<file path="src/rtl/fix2float_pkg.sv">
// -----------------------------------------------------------------------------
// fix2float_pkg
// Shared constants, FSM state type and exponent helper for the shared
// fixed-point to IEEE-754 single-precision conversion scheduler.
// -----------------------------------------------------------------------------
package fix2float_pkg;

  localparam int BIAS   = 127;
  localparam int EXP_W  = 8;
  localparam int MANT_W = 23;
  localparam int FIX_W  = 32;

  typedef enum logic [2:0] {
    ST_IDLE = 3'd0,
    ST_ABS  = 3'd1,
    ST_NORM = 3'd2,
    ST_PACK = 3'd3,
    ST_DONE = 3'd4
  } f2f_state_t;

  // Biased exponent = BIAS + (FIX_W-1) - shift_cnt - fixpos, kept 9 bits wide.
  // With both operands at most 31 the result stays in 96..158, so bit 8 is
  // always clear and no denormal/overflow handling is needed.
  function automatic logic [EXP_W:0] pack_exp(input logic [4:0] shift_cnt,
                                              input logic [4:0] fixpos);
    logic [EXP_W:0] top;
    top = 9'(BIAS + FIX_W - 1);
    return top - {4'd0, shift_cnt} - {4'd0, fixpos};
  endfunction

endpackage

</file>
<file path="src/rtl/fix2float_rr_arb.sv">
// -----------------------------------------------------------------------------
// fix2float_rr_arb
// Round-robin arbiter: grants the first asserted request at or after i_ptr,
// searching modulo NREQ. Purely combinational.
//   i_req      : request vector, one bit per requester
//   i_ptr      : index with highest priority this cycle
//   i_en       : arbitration enable (no grant when low)
//   o_grant    : one-hot grant (all zero when nothing granted)
//   o_grant_id : encoded index of the granted requester
// -----------------------------------------------------------------------------
module fix2float_rr_arb #(
  parameter int NREQ = 2,
  parameter int ID_W = $clog2(NREQ)
) (
  input  logic [NREQ-1:0] i_req,
  input  logic [ID_W-1:0] i_ptr,
  input  logic            i_en,
  output logic [NREQ-1:0] o_grant,
  output logic [ID_W-1:0] o_grant_id
);

  // Rotating priority search starting at i_ptr; first hit wins.
  always_comb begin
    int   idx;
    logic found;
    o_grant    = '0;
    o_grant_id = '0;
    found      = 1'b0;
    idx        = 0;
    for (int i = 0; i < NREQ; i++) begin
      idx = int'(i_ptr) + i;
      if (idx >= NREQ) begin
        idx = idx - NREQ;
      end else begin
        idx = idx;
      end
      if (i_en && !found && i_req[idx]) begin
        o_grant[idx] = 1'b1;
        o_grant_id   = ID_W'(idx);
        found        = 1'b1;
      end else begin
        found = found;
      end
    end
  end

endmodule

</file>
<file path="src/rtl/fix2float_sched.sv">
// -----------------------------------------------------------------------------
// fix2float_sched
// Shares one iterative fixed-to-float engine among NREQ requesters. A request
// is accepted in IDLE (one-hot o_req_ready pulse), converted through
// ABS -> NORM (one bit per cycle) -> PACK, and presented in DONE until the
// consumer takes it.
//   i_clk, i_rst   : clock, synchronous active-high reset
//   i_req_valid    : per-requester request valid
//   o_req_ready    : one-hot accept pulse, only ever high in IDLE
//   i_req_data     : NREQ x 32-bit two's-complement operands
//   i_req_fixpos   : NREQ x 5-bit binary-point positions
//   o_out_valid    : result valid (held in DONE)
//   i_out_ready    : consumer accept
//   o_out_result   : IEEE-754 single-precision result (truncated mantissa)
//   o_out_id       : index of the requester owning o_out_result
// -----------------------------------------------------------------------------
module fix2float_sched
  import fix2float_pkg::*;
#(
  parameter int NREQ = 2,
  parameter int ID_W = $clog2(NREQ)
) (
  input  logic                  i_clk,
  input  logic                  i_rst,
  input  logic [NREQ-1:0]       i_req_valid,
  output logic [NREQ-1:0]       o_req_ready,
  input  logic [NREQ*FIX_W-1:0] i_req_data,
  input  logic [NREQ*5-1:0]     i_req_fixpos,
  output logic                  o_out_valid,
  input  logic                  i_out_ready,
  output logic [31:0]           o_out_result,
  output logic [ID_W-1:0]       o_out_id
);

  f2f_state_t         r_state;
  logic [ID_W-1:0]    r_ptr;
  logic [FIX_W-1:0]   r_data;
  logic [4:0]         r_fixpos;
  logic [ID_W-1:0]    r_id;
  logic               r_sign;
  logic [FIX_W-1:0]   r_mag;
  logic [4:0]         r_shift_cnt;
  logic [31:0]        r_result;
  logic               r_out_valid;

  logic               w_arb_en;
  logic [NREQ-1:0]    w_grant;
  logic [ID_W-1:0]    w_grant_id;
  logic [ID_W-1:0]    w_ptr_next;
  logic [FIX_W-1:0]   w_sel_data;
  logic [4:0]         w_sel_fixpos;
  logic [FIX_W-1:0]   w_abs;
  logic [EXP_W:0]     w_exp;
  logic               w_unused_bits;

  // Grants are suppressed outside IDLE and while reset is asserted, so
  // req_ready reads 0 during reset even though it is combinational.
  assign w_arb_en = (r_state == ST_IDLE) && !i_rst;

  fix2float_rr_arb #(
    .NREQ (NREQ),
    .ID_W (ID_W)
  ) u_arb (
    .i_req      (i_req_valid),
    .i_ptr      (r_ptr),
    .i_en       (w_arb_en),
    .o_grant    (w_grant),
    .o_grant_id (w_grant_id)
  );

  assign o_req_ready = w_grant;

  assign w_ptr_next = (w_grant_id == ID_W'(NREQ - 1)) ? '0 : (w_grant_id + ID_W'(1));

  // One-hot AND-OR mux of the granted requester's operand and fixpos.
  always_comb begin
    w_sel_data   = '0;
    w_sel_fixpos = '0;
    for (int i = 0; i < NREQ; i++) begin
      w_sel_data   = w_sel_data   | ({FIX_W{w_grant[i]}} & i_req_data[i*FIX_W +: FIX_W]);
      w_sel_fixpos = w_sel_fixpos | ({5{w_grant[i]}}     & i_req_fixpos[i*5 +: 5]);
    end
  end

  // 0x80000000 negates to itself, which is the correct unsigned magnitude.
  assign w_abs = r_data[FIX_W-1] ? (~r_data + 32'd1) : r_data;
  assign w_exp = pack_exp(r_shift_cnt, r_fixpos);

  // Bits dropped by mantissa truncation and the always-zero exponent MSB.
  assign w_unused_bits = ^{w_exp[EXP_W], r_mag[FIX_W-MANT_W-2:0]};

  // Conversion FSM and datapath registers.
  always_ff @(posedge i_clk) begin
    if (i_rst) begin
      r_state     <= ST_IDLE;
      r_ptr       <= '0;
      r_data      <= '0;
      r_fixpos    <= '0;
      r_id        <= '0;
      r_sign      <= 1'b0;
      r_mag       <= '0;
      r_shift_cnt <= '0;
      r_result    <= 32'd0;
      r_out_valid <= 1'b0;
    end else begin
      case (r_state)
        ST_IDLE: begin
          if (|w_grant) begin
            r_data   <= w_sel_data;
            r_fixpos <= w_sel_fixpos;
            r_id     <= w_grant_id;
            r_ptr    <= w_ptr_next;
            r_state  <= ST_ABS;
          end
        end
        ST_ABS: begin
          r_sign      <= r_data[FIX_W-1];
          r_shift_cnt <= 5'd0;
          if (w_abs == 32'd0) begin
            // Zero (either sign of input) always packs as +0.0.
            r_result    <= 32'd0;
            r_out_valid <= 1'b1;
            r_state     <= ST_DONE;
          end else begin
            r_mag   <= w_abs;
            r_state <= ST_NORM;
          end
        end
        ST_NORM: begin
          if (r_mag[FIX_W-1]) begin
            r_state <= ST_PACK;
          end else begin
            r_mag       <= r_mag << 1;
            r_shift_cnt <= r_shift_cnt + 5'd1;
          end
        end
        ST_PACK: begin
          // Hidden bit is r_mag[31]; mantissa is the next 23 bits, truncated.
          r_result    <= {r_sign, w_exp[EXP_W-1:0], r_mag[FIX_W-2 -: MANT_W]};
          r_out_valid <= 1'b1;
          r_state     <= ST_DONE;
        end
        ST_DONE: begin
          if (i_out_ready) begin
            r_out_valid <= 1'b0;
            r_state     <= ST_IDLE;
          end
        end
        default: begin
          r_out_valid <= 1'b0;
          r_state     <= ST_IDLE;
        end
      endcase
    end
  end

  assign o_out_valid  = r_out_valid;
  assign o_out_result = r_result;
  assign o_out_id     = r_id;

endmodule

</file>
<file path="config.mk">
export PLATFORM = sky130hd
export DESIGN_NAME = fix2float_sched
export DESIGN_NICKNAME = d
export VERILOG_FILES = /design/src/rtl/fix2float_pkg.sv /design/src/rtl/fix2float_rr_arb.sv /design/src/rtl/fix2float_sched.sv
export SDC_FILE = /design/constraint.sdc
export NUM_CORES = 1
export LEC_CHECK = 0
export BUFFER_PORTS_ARGS = -buffer_cell sky130_fd_sc_hd__clkbuf_2
export CAP_MARGIN = 25
export CELL_PAD_IN_SITES_DETAIL_PLACEMENT = 0
export CELL_PAD_IN_SITES_GLOBAL_PLACEMENT = 1
export CORE_MARGIN = 2
export CORE_UTILIZATION = 34
export CTS_BUF_LIST = sky130_fd_sc_hd__clkbuf_4 sky130_fd_sc_hd__clkbuf_8 sky130_fd_sc_hd__clkbuf_16
export DETAILED_ROUTE_END_ITERATION = 10
export PLACE_DENSITY = 0.73
export SLEW_MARGIN = 5
export SYNTH_ARGS = -nofsm -noshare
export SYNTH_HDL_FRONTEND = slang
export SYNTH_HIERARCHICAL = 1
export SYNTH_SLANG_ARGS = --single-unit
export TNS_END_PERCENT = 30
</file>
<file path="constraint.sdc">
create_clock -name i_clk -period 7.81 [get_ports i_clk]
set_clock_uncertainty 0.2 [all_clocks]
set_input_delay 1.562 -clock i_clk [delete_from_list [all_inputs] [get_ports i_clk]]
set_output_delay 1.562 -clock i_clk [all_outputs]
set_load 0.01 [all_outputs]
</file>
==> results of run 1 <==
==> area by class of cell <==
| class | count | area [um2] | share of cell area |
|---|---|---|---|
| clock buffers | 19 | 447 | 0.0578 |
| clock inverters | 13 | 138 | 0.0178 |
| inverters | 23 | 86.3 | 0.0112 |
| multi-input cells | 584 | 3810 | 0.492 |
| flip-flops and latches | 113 | 2260 | 0.293 |
| well taps | 234 | 293 | 0.0379 |
| repair buffers | 128 | 698 | 0.0903 |
==> per-stage QoR <==
| stage | cell area [um2] | utilization | instances |
|---|---|---|---|
| floorplan | 6430 | - | 802 |
| global placement | 7100 | 0.381 | 1078 |
| detailed placement | 7110 | 0.382 | 1080 |
| CTS | 7700 | 0.413 | 1112 |
| global route | 7730 | 0.415 | 1114 |
| finish | 7730 | 0.415 | 1114 |
==> layout by cell type, fill, tap and decap left out, types with 11 or more instances in the layout <==
cell type / count
buf_4: 12
a21oi_1: 85
clkbuf_16: 17
a221oi_1: 39
nor3_1: 45
o21ai_0: 16
dfxtp_1: 113
nand2_1: 35
inv_1: 23
nor4_1: 14
a22oi_1: 17
nor2_1: 66
nand2b_1: 31
ha_1: 11
clkbuf_2: 113
xnor2_1: 27
o22ai_1: 17
a211oi_1: 42
==> cell usage after synthesis, types with 11 or more instances <==
cell type,instances
inv_1,23
ha_1,11
o21ai_0,16
a211oi_1,42
nor4_1,15
nand2b_1,31
dfxtp_1,113
a221oi_1,39
nor3_1,45
xnor2_1,27
a21oi_1,87
nand2_1,35
clkbuf_1,73
o22ai_1,17
a22oi_1,17
nor2_1,67
==> sequential cells by signal, indices dropped and copies added (netlist names), 3 cells and up <==
name and cells:
r_fixpos 5, r_state 3, r_shift_cnt 5, o_out_result 32, r_mag 32, r_data 32
==> worst min-delay path, cell delays in order (launching register included) <==
cell and delay, ns:
dfxtp_1 0.31, nand2_1 0.05, a21oi_1 0.06
==> metal layers <==
layer	vias to the layer above	wire length (um)	track usage
met1	2924	9400	0.282
met2	169	8530	0.301
met3	19	953	0.0496
met4	0	232	0.0489
li1	3128	-	-
met5	-	0	0
==> power breakdown <==
part | leakage, nW | switching (mW) | internal (mW) | total, mW
logic | 1.72 | 0.351 | 0.223 | 0.574
registers | 0.918 | 0.0795 | 0.623 | 0.702
clock network | 0.283 | 0.291 | 0.480 | 0.771
==> path summary, 6_finish.rpt <==
path         cells after the start                     end  slack [ns]
max                              5          o_req_ready[0]        2.61
min                              2   o_out_id$_SDFFE_PP0P_        0.27
max reg2reg                     11  r_mag[24]$_SDFFE_PP0P_        3.05
min reg2reg                      2   o_out_id$_SDFFE_PP0P_        0.27
==> cells by family after synthesis <==
family,share of synthesized area
AND/OR/NAND/NOR,0.208
buffers and inverters,0.0634
adder cells (fa/ha/maj),0.0276
XOR/XNOR,0.0490
AO/OA/AOI/OAI,0.277
multiplexers,0.0229
flip-flops,0.352
==> summary.txt, run 1 <==
Clock tree
  • Post-CTS sizing: 0
  • Hold buffers post-CTS: 0
  • H-Tree Depth: 4
  • TritonCTS clock tree: built
  • Post-CTS Setup Repair Bufs: 0
  • CTS clk-pin slew, worst paths: roughly 0.05 ns
  • Num CTS Buffers: 17
  • CTS max path bufs: 2
  • Clock root buffer: clkbuf_16
  • Clock sink count: about 110
  • Clock latency on the worst-skew pair: approximately 0.42 ns

Synth
  • Post-Synthesis Cells: around 800
  • Sequential area share after synthesis: 0.352
  • Synth area leader: dfxtp_1
  • Syn Area/Cell: between 8 and 9 um2
  • Netlist Area Pre-Place: between 0.006 and 0.007 mm2
  • Synth top area cells: dfxtp_1 35%, a21oi_1 6.8%, a221oi_1 5.3%, a211oi_1 4.9%, clkbuf_1 4.3%
  • Register bit count reported by yosys: between 100 and 150
  • Yosys warnings: 6
  • Synth unique cells: 59
  • Post-synth EDFFs: 0
  • Share of the synthesized area in the top cell type: 0.352
  • Synthesized Nets: about 890
  • Top_reg_cell synth: dfxtp_1
  • Async SR Flop Fraction: 0

Detailed routing
  • Routed WL per cell: 17.2 um
  • Vias: about 6200
  • Remaining DRCs: 0
  • Starting DRT DRC Count: 393
  • Drt via density: roughly 5.6
  • Routed Antenna Nets: 0
  • WL final: ~19000 um
  • Pre-antenna DRT Iters: 5

Timing
  • Worst Tran Pin Value: a little under 1 ns
  • Worst Hold Margin: roughly 0.27 ns
  • Fin. max-slew vios: 0
  • Slew headroom: 0.355
  • Final Hold Fails: 0
  • RSZ-0062 raised after global routing: false
  • Setup TNS: 0 ns
  • Fmax: roughly 190 MHz
  • Tcrit/Tclk final: 0.666
  • Final critical-path required period: between 5 and 6 ns
  • Final setup margin: approximately 2.6 ns
  • Setup violators final: 0

Job
  • Max-Cap Viols: 0

Status
  • Outcome: finished clean

Critical path
  • Buf/Inv on CP: 2
  • Critical path capture point type: output port
  • Reg2reg start: r_data[0]$_SDFFE_PP0P_
  • CP peak stage delay: about 0.76 ns
  • CP arrival: 3.44 ns
  • Slowest CP cell: a21oi_4
  • Crit-path cells: buf_4 -> nor4_1 -> nand2_1 -> a21oi_4 -> clkbuf_2
  • Worst-path maximum fanout: 60
  • Startpoint Class: input pin
  • Critical path type: input pin to output port
  • Critical path required time: between 6 and 7 ns
  • Top delay family on crit path: compound AO/OA/AOI/OAI gates
  • Crit path from: i_rst

Placed design
  • Gpl congestion: 0.870
  • Final HPWL DP: roughly 13000 um
  • I/O Buffers: approximately 110
  • Pre-CTS setup slack: approximately 2.5 ns

Hold path
  • Hold Path Class: flop to flop
  • Hold path startpoint: o_out_id$_SDFFE_PP0P_

GRT
  • Initial antenna violation count: 0
  • First-pass GRT wire length: ~32000 um
  • Total gr overflow: 0
  • Vias in the first global route: around 5900
  • Largest net degree at the start of global routing: roughly 90
  • GRT Total Usage: 0.198

Floorplan
  • Die W: around 140 um
  • Placeable core area: about 0.019 mm2
  • Io pins: between 100 and 150
  • Die Y: around 140 um
  • Row Count: 50
  • Starting Density: 0.345
  • Die footprint: 0.0200 mm2

Layout
  • Filler cells: slightly below 2000
  • Synth-to-layout area growth: 20.1%
  • Final nets: between 900 and 1000
  • Antenna cells: 0
  • Layout cells sized above 1: 0.200

Pwr
  • Design Power: 2.05 mW
  • PD cells: 265 mW/mm2
  • Leakage power: just under 3 nW
  • Peak VDD IR: about 0.17 mV
(Power assumes the default switching activity.)
==> run 2, diff against run 1 <==
--- a/config.mk
+++ b/config.mk
@@ -5,6 +5,7 @@
 export SDC_FILE = /design/constraint.sdc
 export NUM_CORES = 1
 export LEC_CHECK = 0
+export ABC_AREA = 1
 export BUFFER_PORTS_ARGS = -buffer_cell sky130_fd_sc_hd__clkbuf_2
 export CAP_MARGIN = 25
 export CELL_PAD_IN_SITES_DETAIL_PLACEMENT = 0
@@ -13,7 +14,7 @@
 export CORE_UTILIZATION = 34
 export CTS_BUF_LIST = sky130_fd_sc_hd__clkbuf_4 sky130_fd_sc_hd__clkbuf_8 sky130_fd_sc_hd__clkbuf_16
 export DETAILED_ROUTE_END_ITERATION = 10
-export PLACE_DENSITY = 0.73
+export PLACE_DENSITY = 0.78
 export SLEW_MARGIN = 5
 export SYNTH_ARGS = -nofsm -noshare
 export SYNTH_HDL_FRONTEND = slang
==> constraint.sdc (replaced) <==
create_clock -name i_clk -period 4.3 [get_ports i_clk]
set_clock_uncertainty 0.2 [all_clocks]
set_input_delay 0.86 -clock i_clk [delete_from_list [all_inputs] [get_ports i_clk]]
set_output_delay 0.86 -clock i_clk [all_outputs]
set_load 0.01 [all_outputs]
==> summary.txt, run 2 <==
Critical path
  • Worst R2R End: r_mag[6]$_SDFFE_PP0P_
  • Worst reg2reg setup slack: 1.20 ns (-1.85 ns)
  • Crit path from: r_state[0]$_SDFFE_PP0P_
  • Critical path type: flop to output port
  • Reg2reg start: r_data[31]$_SDFFE_PP0P_
  • Critical path capture point type: output port
  • Startpoint Class: flop
  • FF-to-FF path depth: 17 (+6)
  • Worst Setup EP: o_req_ready[0]
  • Critical path required time: 3.24 ns (-2.81 ns)
  • CP arrival: 2.09 ns (-1.35 ns)
  • Worst-path maximum fanout: 39 (-35%)

Synth
  • Netlist Area Pre-Place: 0.00617 mm2 (-4.2%)
  • Sequential area share after synthesis: 0.367 (+0.0153)
  • Post-Synthesis Cells: 904 (+13%)
  • Synth top area cells: dfxtp_1 37%, nand2_1 13%, nor2_1 8.4%, nand3_1 5.6%, a221oi_1 5.3%
  • Synth area leader: dfxtp_1
  • Syn Area/Cell: 6.82 um2 (-15%)
  • Share of the synthesized area in the top cell type: 0.367 (+0.0153)
  • Post-synth EDFFs: 0 (unchanged)
  • Synth unique cells: 39 (-34%)
  • Top post-synthesis cells by count: 218 x nand2_1, 138 x nor2_1, 113 x dfxtp_1, 80 x inv_1, 69 x nand3_1
  • Yosys warnings: 6 (unchanged)
  • Synthesized Nets: 996 (+11%)
  • Most numerous cell in the Yosys netlist: nand2_1
  • Async SR Flop Fraction: 0 (unchanged)
  • Top_reg_cell synth: dfxtp_1
  • Register bit count reported by yosys: 113 (unchanged)

Layout
  • Layout cells sized above 1: 0.184 (-0.0157)
  • Filler cells: 1929 (-0.31%)
  • Sequential cell area: 0.00226 mm2 (unchanged)
  • Commonest non-fill, non-tap cell in the layout: nand2_1
  • Final Non-Filler Cells: 1238 (+11%)
  • Antenna cells: 0 (unchanged)
  • Commonest cells after routing, fill and taps aside: 218 x nand2_1, 136 x nor2_1, 114 x clkbuf_2
  • Finished Cell Area: 0.00761 mm2 (-1.6%)
  • Synth-to-layout area growth: 23.4%
  • Final nets: 1088 (+13%)
  • Area taken by multi-input logic gates: 0.00338 mm2 (-11%)

Status
  • Outcome: finished clean

Floorplan
  • Die footprint: 0.0192 mm2 (-4.0%)
  • Starting Density: 0.344 (-0.000675)
  • Die W: 139 um (-2.0%)
  • Row Count: 49 (-2.0%)
  • Io pins: 115 (unchanged)
  • Die Y: 139 um (-2.0%)
  • Placeable core area: 0.0179 mm2 (-4.0%)

Clock tree
  • Clock latency on the worst-skew pair: 0.42 ns (about the same)
  • Num CTS Buffers: 17 (unchanged)
  • H-Tree Depth: 4 (unchanged)
  • Clock sink count: 113 (unchanged)
  • Post-CTS Setup Repair Bufs: 0 (unchanged)
  • CTS max path bufs: 2 (unchanged)
  • CTS clk-pin slew, worst paths: 0.05 ns (about the same)
  • TritonCTS clock tree: built
  • Post-CTS sizing: 0 (unchanged)
  • Hold buffers post-CTS: 0 (unchanged)
  • Clock root buffer: clkbuf_16

Pwr
  • Peak VDD IR: 0.363 mV (+120%)
  • Design Power: 6.12 mW (+200%)
  • Leakage power: 3.39 nW (+16%)
  • PD cells: 804 mW/mm2 (+200%)

Detailed routing
  • Routed WL per cell: 14.2 um (-17%)
  • Starting DRT DRC Count: 396 (+0.76%)
  • Routed Antenna Nets: 0 (unchanged)
  • WL final: 17500 um (-8.3%)
  • Remaining DRCs: 0 (unchanged)
  • Vias: 6123 (-1.9%)
  • Pre-antenna DRT Iters: 5 (unchanged)
  • Drt via density: 4.95 (-12%)

Timing
  • Setup violators final: 0 (unchanged)
  • Fmax: roughly 320 MHz
  • Setup TNS: 0 ns (unchanged)
  • Tcrit/Tclk final: 0.732
  • Slew headroom: 0.486 (+0.131)
  • RSZ-0062 raised after global routing: false
  • Final Hold Fails: 0 (unchanged)
  • Fin. max-slew vios: 0 (unchanged)
  • Final critical-path required period: roughly 3.1 ns
  • Worst Tran Pin Value: 0.771 ns (-0.194 ns)

Placed design
  • I/O Buffers: 114 (unchanged)
  • Cells after DPL: 1204 (+11%)
  • Post-DP Area: 0.00689 mm2 (-3.2%)
  • Gpl congestion: 0.943 (+8.5%)
  • Final HPWL DP: 12600 um (-4.8%)

GRT
  • Largest net degree at the start of global routing: 74 (-16%)
  • Total gr overflow: 0 (unchanged)
  • Initial antenna violation count: 0 (unchanged)
  • GRT Total Usage: 0.182 (-0.0163)
  • Vias in the first global route: 5535 (-5.7%)
  • First-pass GRT wire length: 28800 um (-9.3%)

Job
  • Max-Cap Viols: 0 (unchanged)

Hold path
  • Hold Path Class: flop to flop
[run 2: cell types whose count changed after synthesis, moves of 13 or more]
cell and delta:
nor4_1 -13, clkbuf_1 -36, nand2b_1 -31, o22ai_1 -15, inv_1 +57, nor2_1 +71
nand3_1 +63, nand2_1 +183, xnor2_1 -27, nor3_1 -41, a21oi_1 -33
[run 2: final cells by class]
type,instances,area share
Tap cell,229,0.0377
Clock buffer,18,0.0577
Sequential cell,113,0.297
Multi-Input combinational cell,654,0.444
Timing Repair Buffer,125,0.0901
Inverter,85,0.0419
Clock inverter,14,0.0311
[run 2: how the worst min path moves through the flow]
stage	to	startpoint	slack (ns)	cells past startpoint
6_report	o_out_result[5]$_SDFFE_PP0P_	r_mag[13]$_SDFFE_PP0P_	0.27	2
5_1_grt	r_mag[4]$_SDFFE_PP0P_	r_mag[4]$_SDFFE_PP0P_	0.30	2
4_1_cts	o_out_result[22]$_SDFFE_PP0P_	r_mag[30]$_SDFFE_PP0P_	0.27	2
3_5_place_dp	o_out_result[22]$_SDFFE_PP0P_	r_mag[30]$_SDFFE_PP0P_	0.26	2
3_3_place_gp	o_out_result[22]$_SDFFE_PP0P_	r_mag[30]$_SDFFE_PP0P_	0.26	2
2_1_floorplan	o_out_result[31]$_SDFFE_PP0P_	r_sign$_SDFFE_PP0P_	0.24	2
[run 2: through the flow]
step            util  hold WS [ns]  worst slack, ns
6_report       0.425         0.273             1.15
5_1_grt        0.425         0.298            0.814
4_1_cts        0.422         0.274             1.14
3_5_place_dp   0.385         0.260             1.10
3_3_place_gp   0.385         0.257             1.22
2_1_floorplan      -         0.242             1.24
[run 2: per-layer routing]
metal  global-route usage  vias up  part of all wire
li1                     -     3223                 -
met1                0.276     2713              0.52
met2                0.261      169              0.41
met3               0.0342       18             0.051
met4               0.0548        0             0.013
met5                    0        -                 0
[run 2: critical path, cell delays in order (launching register included)]
cell      delay [ns]
dfxtp_1         0.33
nor2_1          0.10
inv_1           0.08
nor2_1          0.09
inv_1           0.08
nor2_1          0.13
nand2_1         0.11
a21oi_4         0.14
buf_4           0.40
clkbuf_2        0.21
[run 2: logic make-up (layout without fill, tap and decap cells)]
| group | Yosys count | in the layout | synth area share |
|---|---|---|---|
| flops | 113 | 113 | 0.367 |
| simple gates | 460 | 460 | 0.315 |
| buf+inv | 137 | 242 | 0.0897 |
| fa+ha+maj | 13 | 13 | 0.0288 |
| xor+xnor | 6 | 6 | 0.00852 |
| compound gates | 175 | 175 | 0.192 |
[run 2: report_power, final]
group	switching, mW	internal, mW
Sequential	0.245	1.35
Clock	0.516	1.10
Combinational	1.91	0.999
==> run 3, diff against run 2 <==
--- a/config.mk
+++ b/config.mk
@@ -5,7 +5,7 @@
 export SDC_FILE = /design/constraint.sdc
 export NUM_CORES = 1
 export LEC_CHECK = 0
-export ABC_AREA = 1
+export ABC_AREA = 0
 export BUFFER_PORTS_ARGS = -buffer_cell sky130_fd_sc_hd__clkbuf_2
 export CAP_MARGIN = 25
 export CELL_PAD_IN_SITES_DETAIL_PLACEMENT = 0
@@ -14,7 +14,7 @@
 export CORE_UTILIZATION = 34
 export CTS_BUF_LIST = sky130_fd_sc_hd__clkbuf_4 sky130_fd_sc_hd__clkbuf_8 sky130_fd_sc_hd__clkbuf_16
 export DETAILED_ROUTE_END_ITERATION = 10
-export PLACE_DENSITY = 0.78
+export PLACE_DENSITY = 0.73
 export SLEW_MARGIN = 5
 export SYNTH_ARGS = -nofsm -noshare
 export SYNTH_HDL_FRONTEND = slang
==> constraint.sdc (replaced) <==
create_clock -name i_clk -period 2.9 [get_ports i_clk]
set_clock_uncertainty 0.2 [all_clocks]
set_input_delay 0.58 -clock i_clk [delete_from_list [all_inputs] [get_ports i_clk]]
set_output_delay 0.58 -clock i_clk [all_outputs]
set_load 0.01 [all_outputs]
==> summary.txt, run 3 (synthesized netlist as in run 1, its figures left out) <==
Timing
  • Worst Tran Pin Value: 0.784 ns (+0.0124 ns)
  • Final setup margin: -0.611 ns (-1.77 ns)
  • Fmax: about 280 MHz
  • Tcrit/Tclk final: 1.21
  • Setup violators final: 67 (+67)
  • Final Hold Fails: 0 (unchanged)
  • RSZ-0062 raised after global routing: true
  • Slew headroom: 0.478 (-0.00827)
  • Final critical-path required period: between 3 and 4 ns
  • Fin. max-slew vios: 0 (unchanged)

Layout
  • Final core occ: 0.465 (+0.0402)
  • Commonest cells after routing, fill and taps aside: 120 x buf_4, 113 x clkbuf_2, 113 x dfxtp_1
  • Synth-to-layout area growth: 34.8%
  • Layout cells sized above 1: 0.305 (+0.121)
  • Final nets: 1073 (-1.4%)
  • Antenna cells: 0 (unchanged)
  • Filler cells: 1877 (-2.7%)
  • Commonest non-fill, non-tap cell in the layout: buf_4

Pwr
  • Clock power frac: 0.327 (+0.063)
  • Psw: 2.06 mW (-23%)
  • Power share of the combinational group: 0.376 (-0.100)
  • Sw frac: 0.343 (-0.0936)
  • PD cells: 690 mW/mm2 (-14%)
  • Int Power: 3.93 mW (+14%)
  • Sequential share of power: 0.297 (+0.037)
  • Leakage power: 3.50 nW (+3.0%)
  • Peak VDD IR: 0.402 mV (+11%)
  • Design Power: 5.99 mW (-2.1%)

GRT
  • Vias in the first global route: 6198 (+12%)
  • GRT Total Usage: 0.202 (+0.0199)
  • Largest net degree at the start of global routing: 89 (+20%)
  • Initial antenna violation count: 1 (+1)
  • Total gr overflow: 0 (unchanged)
  • First-pass GRT wire length: 32300 um (+12%)

Hold path
  • Hold Path Class: input pin to flop
  • Hold path depth: 3 (+1)

Clock tree
  • H-Tree Depth: 4 (unchanged)
  • TritonCTS clock tree: built
  • Clock latency on the worst-skew pair: 0.42 ns (about the same)
  • Clock sink count: 113 (unchanged)
  • CTS clk-pin slew, worst paths: 0.05 ns (about the same)
  • Clock root buffer: clkbuf_16
  • Hold buffers post-CTS: 0 (unchanged)
  • CTS max path bufs: 2 (unchanged)
  • Num CTS Buffers: 17 (unchanged)

Detailed routing
  • Routed WL per cell: 16.4 um (+16%)
  • Remaining DRCs: 0 (unchanged)
  • Starting DRT DRC Count: 419 (+5.8%)
  • Routed Antenna Nets: 0 (unchanged)
  • Pre-antenna DRT Iters: 5 (unchanged)
  • Vias: 6621 (+8.1%)
  • WL final: 20100 um (+15%)
  • Drt via density: 5.40 (+9.2%)

Placed design
  • I/O Buffers: 114 (unchanged)
  • Final HPWL DP: 14600 um (+17%)
  • Gpl congestion: 0.897 (-4.9%)

Status
  • Failing checks: negative setup slack
  • Outcome: complete, but fails checks

Critical path
  • CP arrival: 3.62 ns (+1.53 ns)
  • Critical path type: flop to flop
  • Critical path capture point type: flop
  • Critical path required time: 3.01 ns (-0.23 ns)
  • FF-to-FF path depth: 9 (-8)
  • Worst reg2reg setup slack: -0.61 ns (-1.81 ns)
  • Crit-path cells: or4_4 -> or3_4 -> or3_4 -> or4_4 -> a311oi_2 -> nand4_1 -> o31ai_2 -> buf_4 -> mux2_4
  • Startpoint Class: flop
  • CP peak stage delay: 0.53 ns (+0.13 ns)
  • Worst-path maximum fanout: 6 (-85%)
  • Slowest CP cell: or4_4

Floorplan
  • Io pins: 115 (unchanged)
  • Row Count: 50 (+2.0%)
  • Die Y: 142 um (+2.1%)
  • Starting Density: 0.345 (+0.000675)
  • Die footprint: 0.0200 mm2 (+4.2%)
  • Die W: 142 um (+2.1%)
  • Placeable core area: 0.0186 mm2 (+4.1%)

Job
  • Max-Cap Viols: 0 (unchanged)
run 3: cell types whose count changed in the layout (fill, tap and decap cells not counted), moves of 31 or more:
cell	change
a21oi_1	+32
nand2b_1	+31
nand2_1	-183
nor3_1	+41
buf_4	+111
inv_1	-57
nand3_1	-63
nor2_1	-70
run 3: layer usage:
| metal | GRT usage | part of all wire | up-vias |
|---|---|---|---|
| li1 | - | - | 3365 |
| met1 | 0.273 | 0.48 | 3093 |
| met2 | 0.320 | 0.45 | 136 |
| met3 | 0.0526 | 0.049 | 25 |
| met4 | 0.0537 | 0.013 | 2 |
| met5 | 0 | 0.00065 | - |
run 3: area by class of cell:
| type | count | area (um2) | share of cell area |
|---|---|---|---|
| Tap cell | 234 | 293 | 0.0338 |
| Clock inverter | 10 | 88.8 | 0.0102 |
| Clock buffer | 20 | 460 | 0.0531 |
| Timing Repair Buffer | 242 | 1590 | 0.183 |
| Sequential cell | 113 | 2260 | 0.261 |
| Inverter | 23 | 86.3 | 0.00995 |
| Multi-Input combinational cell | 584 | 3890 | 0.449 |
run 3: what timing repair did:
action                     CTS  global route
pin swaps                    5             2
gates cloned                 1             1
resized for setup           13            12
buffers inserted             1             0
setup endpoints to repair   67            67
run 3: final timing paths:
check,from,end
worst max register to register,r_data[17]$_SDFFE_PP0P_,r_mag[24]$_SDFFE_PP0P_
worst min-delay path,i_req_data[45],r_data[13]$_SDFFE_PP0P_
worst min register to register,o_out_id$_SDFFE_PP0P_,o_out_id$_SDFFE_PP0P_
worst max-delay path,r_data[17]$_SDFFE_PP0P_,r_mag[24]$_SDFFE_PP0P_
run 3: critical path, delay by kind of cell, from the launching register on:
family	cells	cell delay, ns
and+or+nand+nor	5	1.87
AOI/OAI and AO/OA	2	0.50
DFF	1	0.31
muxes	1	0.31
buffers and inverters	1	0.21
run 3: power groups by stage:
stage / combinational [mW] / sequential, mW / clock (mW)
floorplan: 1.24 / 1.78 / 0
global placement: 2.17 / 1.81 / 0
detailed placement: 2.18 / 1.81 / 0
CTS: 2.22 / 1.78 / 2.00
global route: 2.46 / 1.79 / 2.06
finish: 2.25 / 1.78 / 1.96
run 3: through the flow:
| step | cells | setup TNS [ns] | setup slack [ns] | hold slack [ns] | area, um2 |
|---|---|---|---|---|---|
| floorplan | 802 | -38.49 | -0.771 | 0.246 | 6450 |
| global placement | 1194 | -32.68 | -0.568 | 0.246 | 8010 |
| detailed placement | 1194 | -34.40 | -0.599 | 0.257 | 8010 |
| CTS | 1225 | -35.16 | -0.602 | 0.243 | 8620 |
| global route | 1226 | -39.75 | -0.689 | 0.269 | 8670 |
| finish | 1226 | -35.59 | -0.611 | 0.256 | 8670 |
